--- config.mk ---
export PLATFORM = sky130hd
export DESIGN_NAME = entropy_collector
export DESIGN_NICKNAME = d
export VERILOG_FILES = /design/src/rtl/entropy_collector_pkg.sv /design/src/rtl/entropy_collector.sv
export SDC_FILE = /design/constraint.sdc
export NUM_CORES = 1
export LEC_CHECK = 0
export CAP_MARGIN = 5
export CORE_AREA = 2 2 216 218
export DETAILED_ROUTE_END_ITERATION = 6
export DIE_AREA = 0 0 218 220
export PLACE_DENSITY = 0.72
export SETUP_SLACK_MARGIN = 0.15
export SYNTH_ARGS = -nofsm -noshare
export SYNTH_HDL_FRONTEND = slang
export SYNTH_SLANG_ARGS = --single-unit
--- constraint.sdc ---
create_clock -name clk -period 3 [get_ports clk]
set_clock_uncertainty 0.05 [all_clocks]
set_input_delay 0.6 -clock clk [delete_from_list [all_inputs] [get_ports clk]]
set_output_delay 0.6 -clock clk [all_outputs]
set_load 0.01 [all_outputs]
--- src/rtl/entropy_collector_pkg.sv ---
// Shared TRNG parameters: word width, default block sizing and collector FSM encodings.
// The mixer sizes its block input from the same NUM_WORDS default.
package entropy_collector_pkg;

  localparam int WORD_W                 = 32;
  localparam int NUM_WORDS_DEFAULT      = 16;
  localparam int TIMEOUT_CYCLES_DEFAULT = 4096;

  typedef enum logic [1:0] {
    IDLE    = 2'd0,
    COLLECT = 2'd1,
    ACK     = 2'd2,
    FULL    = 2'd3
  } col_state_t;

endpackage

--- src/rtl/entropy_collector.sv ---
// Packs NUM_WORDS syn/ack entropy words into one block; at most one word per 2 cycles.
// A full block is held with block_valid until block_ack; no words are acked meanwhile.
module entropy_collector
  import entropy_collector_pkg::*;
#(
  parameter int NUM_WORDS      = NUM_WORDS_DEFAULT,
  parameter int TIMEOUT_CYCLES = TIMEOUT_CYCLES_DEFAULT
) (
  input  logic                        clk,
  input  logic                        reset_n,
  input  logic                        enable,
  input  logic                        entropy_enabled,
  input  logic                        entropy_syn,
  input  logic [WORD_W-1:0]           entropy_data,
  output logic                        entropy_ack,
  output logic                        block_valid,
  output logic [NUM_WORDS*WORD_W-1:0] block_data,
  input  logic                        block_ack,
  output logic [7:0]                  word_count,
  output logic                        stall
);

  localparam int              TO_W       = $clog2(TIMEOUT_CYCLES + 1);
  localparam logic [7:0]      LAST_COUNT = 8'(NUM_WORDS);
  localparam logic [TO_W-1:0] TO_LIMIT   = TO_W'(TIMEOUT_CYCLES);

  col_state_t      state;
  col_state_t      state_nxt;
  logic            en_ok;
  logic            capture;
  logic            clr_count;
  logic            count_idle;
  logic [TO_W-1:0] to_cnt;

  always_ff @(posedge clk or negedge reset_n) begin
    if (!reset_n) begin
      state <= IDLE;
    end else begin
      state <= state_nxt;
    end
  end

  always_comb begin
    en_ok      = enable && entropy_enabled;
    state_nxt  = state;
    capture    = 1'b0;
    clr_count  = 1'b0;
    count_idle = 1'b0;
    if (!en_ok) begin
      // Disable wins over a word presented in the same cycle.
      state_nxt = IDLE;
      clr_count = 1'b1;
    end else begin
      unique case (state)
        IDLE: state_nxt = COLLECT;
        COLLECT: begin
          if (entropy_syn) begin
            capture   = 1'b1;
            state_nxt = ACK;
          end else begin
            count_idle = 1'b1;
          end
        end
        ACK: state_nxt = (word_count == LAST_COUNT) ? FULL : COLLECT;
        FULL: begin
          if (block_ack) begin
            state_nxt = COLLECT;
            clr_count = 1'b1;
          end
        end
        default: state_nxt = IDLE;
      endcase
    end
    entropy_ack = (state == ACK) && en_ok;
    block_valid = (state == FULL);
  end

  always_ff @(posedge clk or negedge reset_n) begin
    if (!reset_n) begin
      word_count <= '0;
      block_data <= '0;
      to_cnt     <= '0;
      stall      <= 1'b0;
    end else begin
      if (clr_count) begin
        word_count <= '0;
      end else if (capture) begin
        word_count <= word_count + 8'd1;
      end

      // First word lands in the most-significant slot.
      for (int i = 0; i < NUM_WORDS; i++) begin
        if (capture && word_count == 8'(i)) begin
          block_data[(NUM_WORDS-1-i)*WORD_W +: WORD_W] <= entropy_data;
        end
      end

      if (count_idle) begin
        if (to_cnt != TO_LIMIT) begin
          to_cnt <= to_cnt + TO_W'(1);
        end
      end else begin
        to_cnt <= '0;
      end

      if (!enable) begin
        stall <= 1'b0;
      end else if (count_idle && to_cnt == TO_LIMIT - TO_W'(1)) begin
        stall <= 1'b1;
      end
    end
  end

endmodule

After elaboration in Yosys (flattened, before gate mapping)
Index checks and enable logic that the tools add are counted.

Register bits: 536. Input port bits: 38. Output and inout port bits: 523. Logic and storage cells: 90.

Add/subtract/negate cells: 2. Eq/ne operators: 25. Muxes and demuxes: 20. Reduce and logical (&&, ||, !) cells: 23.

Operators by type and width (count): $eq 8x4->1 const B (8); $eq 8x3->1 const B (4); $mux 13 (2); $logic_and 1x1->1 (19); $eq 8x2->1 const B (2); $mux 8 (2); $add 13x1->13 const B (1); $eq 13x12->1 const B (1); $ne 13x13->1 const B (1); $mux 1 (11); $add 8x1->8 const B (1); $eq 8x1->1 const B (1); $eq 8x5->1 const B (1); $logic_not 8->1 (1); $mux 2 (4); $pmux 2 s4 (1); $ne 3x3->1 const B (2); $eq 2x2->1 const B (2); $ne 2x1->1 const B (2); $eq 2x1->1 const B (1); $logic_not 2->1 (1); $reduce_and 2->1 (1); $reduce_bool 2->1 (1).

Logic depth before layout (Yosys ltp)
Word-level depth: 6. Gate-level depth with buffers: 8. Mapped depth without buffers: 5.

Worst setup path after synthesis
No wires, ideal clock.

Path type: register to register. Start: register state[1]. End: register block_data[10]. Setup time: 125 ps. Arrival: 1939 ps. Data required time: 2825 ps. Slack: 887 ps. Stages on the path, launching flop included: 9. Buffers on the path: 3. Cell sequence: dfrtp_1 inv_1 ha_1 and4_1 clkbuf_2 and4_1 clkbuf_1 buf_2 mux2_2.

Cells in the longest elaborated chain, start to end: 4.

Ends and longest elaborated chain: start, declared (RTL line entropy_collector.sv:27) `col_state_t state;`; start signal, assigned (RTL line entropy_collector.sv:39) `state <= state_nxt;`; $eq 2x1->1 (RTL line entropy_collector.sv:54) `unique case (state)`; $mux 1 (RTL line entropy_collector.sv:54); $mux 1 (RTL line entropy_collector.sv:49) `if (!en_ok) begin`; $logic_and 1x1->1 (RTL line entropy_collector.sv:93) `if (capture && word_count == 8'(i)) begin`; end signal, assigned by index (RTL line entropy_collector.sv:94) `block_data[(NUM_WORDS-1-i)*WORD_W +: WORD_W] <= entropy_data;`; end, declared (RTL line entropy_collector.sv:17) `output logic [NUM_WORDS*WORD_W-1:0] block_data,`.

No other way between the ends. A chain may end at the register's enable or synchronous reset.

Worst setup path in the final report
Start: register state[0]. End: output port entropy_ack.

Cells in the longest elaborated chain, start to end: 2.

Ends and longest elaborated chain: $eq 2x2->1 (RTL line entropy_collector.sv:74) `entropy_ack = (state == ACK) && en_ok;`; $logic_and 1x1->1 (RTL line entropy_collector.sv:74); end, declared (RTL line entropy_collector.sv:15) `output logic entropy_ack,`.

No other way between the ends.

==> results.py <==
metrics = {
    "floorplan": {
        "start_util": 0.447,
        "die-area_mm2": 0.0480,
        "die_y_um": 220,
        "core_mm2": 0.0459,
        "ios": 561,
        "rows": 79,
        "die_w_um": 218,
    },
    "critical_path": {
        "path_class": "flip-flop to output port",
        "critical_path_buf_inv_count": 2,
        "max_stage_delay_ns": 0.63,
        "cpMaxStageDelayCell": "clkdlybuf4s50_1",
        "crit_arrival_ns": 2.09,
        "reg2regPathDepth": 6,
        "crit_fanout": 3,
        "cp.required_ns": 2.35,
        "cp-start-kind": "flip-flop",
        "reg2reg_slack_ns": 0.54,
        "cp_top_family": "buffers and inverters",
        "r2r-end": "block_data[348]",
        "worstPathCellList": "inv_1, ha_1, and3_1, clkdlybuf4s50_1",
        "cp-end-kind": "output port",
        "reg2reg_from": "state[1]",
    },
    "global_route": {
        "grt_usage": 0.262,
        "grt_max_degree": 84,
        "antenna_found_initial": 0,
        "overflow": 0,
        "grt_first_pass_wirelength_mm": 92.7,
        "grt_pass1_vias": 13800,
    },
    "clocking": {
        "cts_sinks": 536,
        "cts.repair.resized": 0,
        "numCtsBuffers": 54,
        "clkTransAtPathRegs_ns": 0.06,
        "clk-insertion-delay-late_ns": 0.60,
        "cts_tree": "yes",
        "cts_buffer_depth": 3,
        "cts_max_level": 2,
        "cts_root_buffer": "clkbuf_16",
    },
    "power": {
        "leakagePower_nw": 14.0,
        "ir_worst_vdd_uv": 537,
        "powerDensity_mw_per_mm2": 535,
    },
    "timing": {
        "timing.slew.headroom": 0.376,
        "fmax_mhz": 365,
        "finalMaxSlewViolations": 0,
        "period_needed_ns": 2.74,
        "whs_ns": 0.440,
        "hold_violations": 0,
        "worstMarginPinSlew_ns": 0.934,
        "fin_crit_sh": 0.914,
        "setup_viol": 0,
        "tns_ns": 0,
        "rsz0062_at_grt": "false",
    },
    "synth": {
        "ys_ff_latch": 536,
        "yosysTopAreaCell": "dfrtp_1",
        "yosys.area.top_type_share": 0.655,
        "synthCells": 1282,
        "syn_area_mm2": 0.0205,
        "synth_nets": 1329,
        "synth.area.top_cells": "dfrtp_1 (65%), mux2_2 (27%), mux2_1 (1.6%)",
        "synth_cell_types": 35,
        "ys_seq_area_frac": 0.655,
        "syn_avg_cell_area_um2": 16.0,
        "yosysWarnings": 0,
    },
    "placed_design": {
        "hpwl_mm": 43.9,
        "gp_congestion": 0.814,
        "io_buffers": 560,
        "dp_cells": 2414,
    },
    "finish": {
        "area_growth_syn_to_layout_pct": 41.4,
        "fill_cells": 3425,
        "stdcell_count": 2516,
        "antenna_cells": 0,
        "fin_nets": 1911,
        "drive_above_1_share": 0.332,
    },
    "route": {
        "via_per_inst": 5.28,
        "wirelength_mm": 63.1,
        "ant_nets": 0,
        "drc": 0,
        "drt_iter0_markers": 702,
        "wl_per_cell_um": 25.1,
        "firstDrtPassIters": 5,
        "vias": 13300,
    },
    "hold_path": {
        "holdPathEnd": "block_data[416]",
        "hold_path_depth": 1,
        "hp-start": "block_data[416]",
        "hp-class": "flip-flop to flip-flop",
    },
    "flow_run": {
        "max-cap-violations": 0,
    },
    "run_status": {
        "status": "finished, final reports clean",
    },
}
[per-layer routing]
layer / wire (um) / vias to the layer above / track usage
li1: - / 5720 / -
met1: 24700 / 6960 / 0.317
met2: 30800 / 471 / 0.434
met3: 5280 / 127 / 0.0890
met4: 2320 / 0 / 0.0991
met5: 0 / - / 0
[Yosys cell counts]
cell and number:
nor2b_1 3, o32ai_1 1, mux2_1 29, nand4_1 19, nand2_1 16, dfrtp_1 536, xnor2_1 1, and2_1 2
o21a_1 1, and3_1 2, nor2_1 6, buf_2 41, nor4_1 3, mux2i_1 5, inv_1 11, or4_1 5
o31ai_1 5, clkbuf_1 46, nand3_1 12, and4b_1 2, o22ai_1 1, mux2_2 483, nor4_4 1, and4_1 2
xor2_1 2, nand4b_1 1, nand2b_1 2, clkbuf_2 1, a31oi_1 1, nor4b_1 2, o21ai_0 7, a21oi_1 14
nand3b_1 2, or3_1 8, ha_1 9
[cell families after synthesis]
| logic type | after synthesis | synth area share |
|---|---|---|
| AOI/OAI and AO/OA | 30 | 0.00837 |
| xor gates and xnor gates | 3 | 0.00128 |
| adders and majority gates | 9 | 0.00550 |
| buffers and inverters | 99 | 0.0207 |
| DFF | 536 | 0.655 |
| muxes | 517 | 0.284 |
| and+or+nand+nor | 88 | 0.0256 |
[cell usage in the layout, fill, tap and decap left out, drive strengths merged]
master	Yosys	final
nor4	4	4
nor4b	2	2
clkbuf	47	80
nand4	19	19
or4	5	5
clkinv	0	10
clkdlybuf4s50	0	559
nand3	12	12
a21oi	14	14
a31oi	1	1
o32ai	1	1
nand4b	1	1
nand2b	2	2
nor2	6	6
xnor2	1	1
o21a	1	1
or3	8	8
and2	2	2
and3	2	2
clkinvlp	0	1
buf	41	54
and4b	2	2
o31ai	5	5
dlygate4sd3	0	1
nor2b	3	3
bufinv	0	7
ha	9	9
o21ai	7	7
dfrtp	536	536
nand3b	2	2
nand2	16	16
mux2	512	512
o22ai	1	1
and4	2	2
inv	11	14
mux2i	5	5
xor2	2	2
[state kept, by name (all words and copies together), names as in the netlist]
register and flops:
stall 1, state 2, to_cnt 13, block_data 512
word_count 8
[worst max-delay path by stage]
| stage | end | cells after the start | startpoint | slack (ns) |
|---|---|---|---|---|
| after floorplan | block_data[10] | 8 | state[1] | 0.89 |
| after global placement | block_data[275] | 5 | entropy_enabled | 0.25 |
| after detailed placement | block_data[271] | 5 | entropy_enabled | 0.21 |
| after CTS | entropy_ack | 4 | state[0] | 0.21 |
| after global routing | entropy_ack | 4 | state[0] | 0.16 |
| final | entropy_ack | 4 | state[0] | 0.26 |
[area by class of cell]
type | count | area [um^2] | area share
flip-flops and latches | 536 | 13400 | 0.463
multi-input cells | 647 | 6650 | 0.230
repair buffers | 614 | 6170 | 0.213
clock buffers | 80 | 1640 | 0.0566
well taps | 607 | 759 | 0.0262
clock inverters | 21 | 305 | 0.0105
inverters | 11 | 41.3 | 0.00142
[power breakdown]
part | internal [mW] | leakage [nW] | total, mW | switching, mW
registers | 7.35 | 7.44 | 7.42 | 0.0634
logic | 0.378 | 5.56 | 0.853 | 0.475
clock network | 4.38 | 0.965 | 7.25 | 2.86
[stage by stage]
stage,util,power [mW],setup slack [ns],instance area (um^2)
after floorplan,-,7.78,0.887,20500
after global placement,0.589,8.39,0.246,27000
after detailed placement,0.589,8.42,0.214,27000
after CTS,0.632,15.7,0.214,29000
after global routing,0.632,16.0,0.160,29000
final,0.632,15.5,0.257,29000
[repair_timing]
item                                   4_1_cts  5_1_grt
setup endpoints to repair                    0        0
hold buffers                                 1        0
endpoints found under the hold margin       54        0
buffers inserted                             0        0
(Power assumes the default switching activity.)
